==> config.mk <==
export PLATFORM = sky130hd
export DESIGN_NAME = async_ram_flat
export DESIGN_NICKNAME = d
export VERILOG_FILES = /design/src/rtl/async_ram_pkg.sv /design/src/rtl/async_ram_if.sv /design/src/rtl/async_ram_array.sv /design/src/rtl/async_ram.sv /design/src/flat_wrapper.sv
export SDC_FILE = /design/constraint.sdc
export NUM_CORES = 1
export LEC_CHECK = 0
export CAP_MARGIN = 20
export CORE_AREA = 2 2 111 113
export DETAILED_ROUTE_END_ITERATION = 7
export DIE_AREA = 0 0 113 115
export DONT_BUFFER_PORTS = 1
export GPL_ROUTABILITY_DRIVEN = 0
export GPL_TIMING_DRIVEN = 1
export PLACE_DENSITY = 0.75
export SYNTH_ARGS = -nofsm -noshare
export SYNTH_HDL_FRONTEND = slang
export SYNTH_SLANG_ARGS = --single-unit
==> constraint.sdc <==
create_clock -name clk -period 4.78 [get_ports clk]
set_input_delay 0.717 -clock clk [delete_from_list [all_inputs] [get_ports clk]]
set_output_delay 0.717 -clock clk [all_outputs]
set_load 0.01 [all_outputs]
==> src/rtl/async_ram_pkg.sv <==
// async_ram_pkg: shared constants and word type for the 8 x 16 dual-port RAM.
//   RAM_DATA_W : data word width in bits
//   RAM_ADDR_W : address width in bits
//   RAM_DEPTH  : number of words (2**RAM_ADDR_W)
//   ram_word_t : one stored data word
package async_ram_pkg;

  localparam int unsigned RAM_DATA_W = 16;
  localparam int unsigned RAM_ADDR_W = 3;
  localparam int unsigned RAM_DEPTH  = 8;

  typedef logic [RAM_DATA_W-1:0] ram_word_t;

endpackage : async_ram_pkg

==> src/rtl/async_ram_if.sv <==
// async_ram_if: write/read port bundle of the dual-port RAM.
//   we       : write enable
//   re       : read enable
//   data_in  : write data
//   wr_addr  : write address
//   rd_addr  : read address
//   data_out : registered read data
// master modport drives the request side; slave modport is the RAM side.
interface async_ram_if
  import async_ram_pkg::*;
#(
  parameter int unsigned DATA_W = RAM_DATA_W,
  parameter int unsigned ADDR_W = RAM_ADDR_W
) ();

  logic              we;
  logic              re;
  logic [DATA_W-1:0] data_in;
  logic [ADDR_W-1:0] wr_addr;
  logic [ADDR_W-1:0] rd_addr;
  logic [DATA_W-1:0] data_out;

  modport master (
    output we, re, data_in, wr_addr, rd_addr,
    input  data_out
  );

  modport slave (
    input  we, re, data_in, wr_addr, rd_addr,
    output data_out
  );

endinterface : async_ram_if

==> src/rtl/async_ram_array.sv <==
// async_ram_array: storage array with synchronous write port and
// asynchronous clear.
//   clk_i     : clock, write on rising edge
//   clr_i     : asynchronous active-high clear of every word
//   we_i      : write enable
//   wr_addr_i : write address
//   data_i    : write data
//   rd_addr_i : read address
//   rd_data_o : combinational view of the currently stored word at rd_addr_i
module async_ram_array
  import async_ram_pkg::*;
#(
  parameter int unsigned DATA_W = RAM_DATA_W,
  parameter int unsigned ADDR_W = RAM_ADDR_W,
  parameter int unsigned DEPTH  = RAM_DEPTH
) (
  input  logic              clk_i,
  input  logic              clr_i,
  input  logic              we_i,
  input  logic [ADDR_W-1:0] wr_addr_i,
  input  logic [DATA_W-1:0] data_i,
  input  logic [ADDR_W-1:0] rd_addr_i,
  output logic [DATA_W-1:0] rd_data_o
);

  logic [DATA_W-1:0] mem_q [DEPTH];
  logic [DATA_W-1:0] mem_d [DEPTH];

  always_comb begin
    mem_d = mem_q;
    if (we_i) mem_d[wr_addr_i] = data_i;
  end

  always_ff @(posedge clk_i or posedge clr_i) begin
    if (clr_i) begin
      for (int unsigned i = 0; i < DEPTH; i++) mem_q[i] <= '0;
    end else begin
      mem_q <= mem_d;
    end
  end

  // Read from the registered array: a same-edge write to this address is
  // not yet visible, which gives read-before-write on collisions.
  assign rd_data_o = mem_q[rd_addr_i];

endmodule : async_ram_array

==> src/rtl/async_ram.sv <==
// async_ram: 8 x 16 simple dual-port RAM, single clock, registered read.
//   clk : clock, all accesses on its rising edge
//   clr : asynchronous active-high clear of array and data_out
//   bus : slave side of async_ram_if (we, re, data_in, wr_addr, rd_addr,
//         data_out); data_out holds its value while re is low
module async_ram
  import async_ram_pkg::*;
#(
  parameter int unsigned DATA_W = RAM_DATA_W,
  parameter int unsigned ADDR_W = RAM_ADDR_W,
  parameter int unsigned DEPTH  = RAM_DEPTH
) (
  input  logic        clk,
  input  logic        clr,
  async_ram_if.slave  bus
);

  logic [DATA_W-1:0] rd_word;
  logic [DATA_W-1:0] data_out_q;
  logic [DATA_W-1:0] data_out_d;

  async_ram_array #(
    .DATA_W (DATA_W),
    .ADDR_W (ADDR_W),
    .DEPTH  (DEPTH)
  ) u_array (
    .clk_i     (clk),
    .clr_i     (clr),
    .we_i      (bus.we),
    .wr_addr_i (bus.wr_addr),
    .data_i    (bus.data_in),
    .rd_addr_i (bus.rd_addr),
    .rd_data_o (rd_word)
  );

  always_comb begin
    data_out_d = data_out_q;
    if (bus.re) data_out_d = rd_word;
  end

  always_ff @(posedge clk or posedge clr) begin
    if (clr) data_out_q <= '0;
    else     data_out_q <= data_out_d;
  end

  assign bus.data_out = data_out_q;

endmodule : async_ram

==> src/flat_wrapper.sv <==
// flat-port wrapper written by rule: the top's interface ports become plain ports
module async_ram_flat import async_ram_pkg::*;
#(
  parameter int unsigned DATA_W = RAM_DATA_W,
  parameter int unsigned ADDR_W = RAM_ADDR_W,
  parameter int unsigned DEPTH  = RAM_DEPTH
)
  (clk, clr, bus_we, bus_re, bus_data_in, bus_wr_addr, bus_rd_addr, bus_data_out);
  async_ram_if #(.DATA_W(DATA_W), .ADDR_W(ADDR_W)) bus_i ();
  input  logic clk;
  input  logic clr;
  input wire logic [$bits(bus_i.we)-1:0] bus_we;
  input wire logic [$bits(bus_i.re)-1:0] bus_re;
  input wire logic [$bits(bus_i.data_in)-1:0] bus_data_in;
  input wire logic [$bits(bus_i.wr_addr)-1:0] bus_wr_addr;
  input wire logic [$bits(bus_i.rd_addr)-1:0] bus_rd_addr;
  output wire logic [$bits(bus_i.data_out)-1:0] bus_data_out;
  assign bus_i.we = bus_we;
  assign bus_i.re = bus_re;
  assign bus_i.data_in = bus_data_in;
  assign bus_i.wr_addr = bus_wr_addr;
  assign bus_i.rd_addr = bus_rd_addr;
  assign bus_data_out = bus_i.data_out;
  async_ram #(.DATA_W(DATA_W), .ADDR_W(ADDR_W), .DEPTH(DEPTH)) u_core (.clk(clk), .clr(clr), .bus(bus_i));
endmodule
==> summary.md <==
| Metric | Value |
|---|---|
| Num ports | 42 |
| Slew @ Worst Pin | 1.078 ns |
| Worst Hold Class | in -> async |
| Met3 WL | 691 µm |
| Die width | roughly 110 µm |
| Synth area leaders | dfrtp_1, mux2_2, mux2i_1 |
| DRT met1 WL | 5988 µm |
| Leakage | 3.242 nW |
| Post-Place Cell Area | about 6600 µm² |
| Post-CTS Resized | 0 |
| Endpoint type of the worst setup path | flip-flop |
| Final Setup Violations | 0 |
| Total Power Consumption | between 0.003 and 0.004 W |
| H-tree depth | 4 |
| Final hold vios | 0 |
| FF+latch count, synth | 144 |
| Final WL | 13,570 µm |
| First-pass GRT wire length | 22,360 µm |
| DRT Pass-1 Iters | 6 |
| Post-Syn Instances | 463 |
| WL met2 | 6740 µm |
| Status | complete, but fails checks |
| CTS tree | done |
| Clk_lat worst skew | 0.42 ns |
| Period utilization | 39.76% |
| Hold Buf Count CTS | 0 |
| Leading area contributor after synthesis | dfrtp_1 |
| Largest net degree at the start of global routing | between 100 and 150 |
| Die ar. | 13,000 µm² |
| First-iteration detailed-routing DRC count | 307 |
| Sum Neg Setup Slack | 0 ns |
| Post-CTS Setup Bufs | 0 |
| Global route total overflow | 0 |
| WL/cell | 22.13 µm |
| Port bufs | 0 |
| Clock-pin slew on the worst setup and hold paths | 0.06 ns |
| Commonest non-fill, non-tap cell in the layout | dfrtp_1 |
| Clk sinks | 144 |
| Row cnt | 40 |
| DIE HEIGHT | 115 µm |
| Initial antenna violation count | 0 |
| Clk root buf | clkbuf_16 |
| Via count of the first global-routing pass | 4,065 |
| P&R area growth vs syn | 9.046% |
| Synth top area share | around 54% |
| Vias/cell | roughly 6 |
| Max Cap Viol | 0 |
| Nets | 480 |
| Final antenna-violating net count | 0 |
| Failing checks | DRC |
| Fmax achieved | 526.1 MHz |
| Worst Hold Slack | 0.05812 ns |
| Peak supply drop | 0.2297 mV |
| Clock buffer depth | 2 |
| Post-synthesis net count | 489 |
| Ys Warns | 0 |
| Post-layout util | between 60% and 70% |
| Final Max Slew Viols | 0 |
| Min cycle time layout | 1.901 ns |
| Critical Path AT | 2.20 ns |
| Post-synthesis sequential area ratio | about 54% |
| Most frequent cells in the layout | dfrtp_1, mux2_2, mux2i_1 |
| RSZ-0062 raised after global routing | false |
| DR DRC count | 3 |
| Total track usage | 22.76% |
| CP Max Fanout | 16 |
| # diodes | 0 |
| Worst Setup Path Type | in -> reg |
| Power per cell area | approximately 470 nW/µm² |
| CTS Buf Count | 17 |
| Synth unique cells | 25 |
| Post-DP HPWL | 7761 µm |
| Worst Path Required | 5.08 ns |
| Worst setup SP type | input pin |
| Setup Skew | 0.006274 ns |
| Vias | 3,752 |
| Mapped cell area | 6639 µm² |
| Fillers | about 900 |
| Core area | roughly 12,000 µm² |
| Layout cells sized above 1 | roughly 37% |
| Top layer in use | met4 |
| Post-synthesis average cell area | 14.34 µm² |
| Starting Density | 56.21% |
| Slew headroom | 28.07% |
| Design area | between 7000 and 8000 µm² |
area by class of cell:
class	instances	area, µm²	area share (%)
Sequential cell	144	3603	49.78
Multi-Input combinational cell	285	2815	38.89
Clock buffer	19	452.9	6.256
Tap cell	147	183.9	2.541
Clock inverter	12	117.6	1.625
Timing Repair Buffer	5	57.56	0.7950
Inverter	1	8.758	0.1210
stage by stage:
step                      std cells  worst slack (ns)
after floorplan                 463            0.1967
after global routing            613             2.819
after global placement          581             2.462
after detailed placement        581             2.445
final                           613             2.879
after CTS                       612             2.874
cell families after synthesis:
group / Yosys count / synth area share (%)
flip-flops: 144 / 54.28
AO/OA/AOI/OAI: 48 / 6.332
multiplexers: 176 / 29.51
buffers and inverters: 34 / 3.317
AND/OR/NAND/NOR: 61 / 6.559
critical path, stage by stage:
cell and delay (ns):
nand2b_4 0.16, nor3b_4 0.89, mux2_2 0.43
power by group:
| part | switching, W | total, W | leakage [nW] | internal, W |
|---|---|---|---|---|
| sequential | 0.000146 | 0.00163 | 1.73 | 0.00148 |
| clock | 0.000486 | 0.00127 | 0.280 | 0.000784 |
| combinational | 0.000167 | 0.000468 | 1.23 | 0.000301 |
worst paths after layout:
| kind | slack [ns] | depth (start not counted) | to | from |
|---|---|---|---|---|
| max in group asynchronous | 3.58 | 3 | u_core.u_array.mem_q[33] | clr |
| min in group clk | 0.44 | 1 | u_core.u_array.mem_q[105] | bus_data_in[9] |
| setup reg to reg | 3.68 | 3 | u_core.bus.data_out[6] | u_core.u_array.mem_q[54] |
| hold reg to reg | 0.50 | 1 | u_core.u_array.mem_q[63] | u_core.u_array.mem_q[63] |
| setup / recovery | 2.88 | 3 | u_core.u_array.mem_q[109] | bus_wr_addr[1] |
| hold / removal | 0.06 | 1 | u_core.u_array.mem_q[45] | clr |
sequential cells by signal (all words and copies together), names as in the netlist:
register / count
u_core.u_array.mem_q: 128
u_core.bus.data_out: 16
cells in the mapped netlist (all sizes together):
cell type	n
nor2b	33
nand2	1
inv	1
mux2	128
buf	27
nor3	2
clkbuf	6
mux2i	48
nand3	16
a22oi	16
a211o	16
nor3b	2
nor2	1
nand4b	3
nand4	1
dfrtp	144
a41o	16
nand2b	2
layer usage:
metal / vias up / track usage, %
met5: - / 0
met4: 0 / 6.504
met3: 12 / 6.220
met2: 83 / 37.17
met1: 1969 / 30.30
li1: 1688 / -
(Power assumes the default switching activity.)
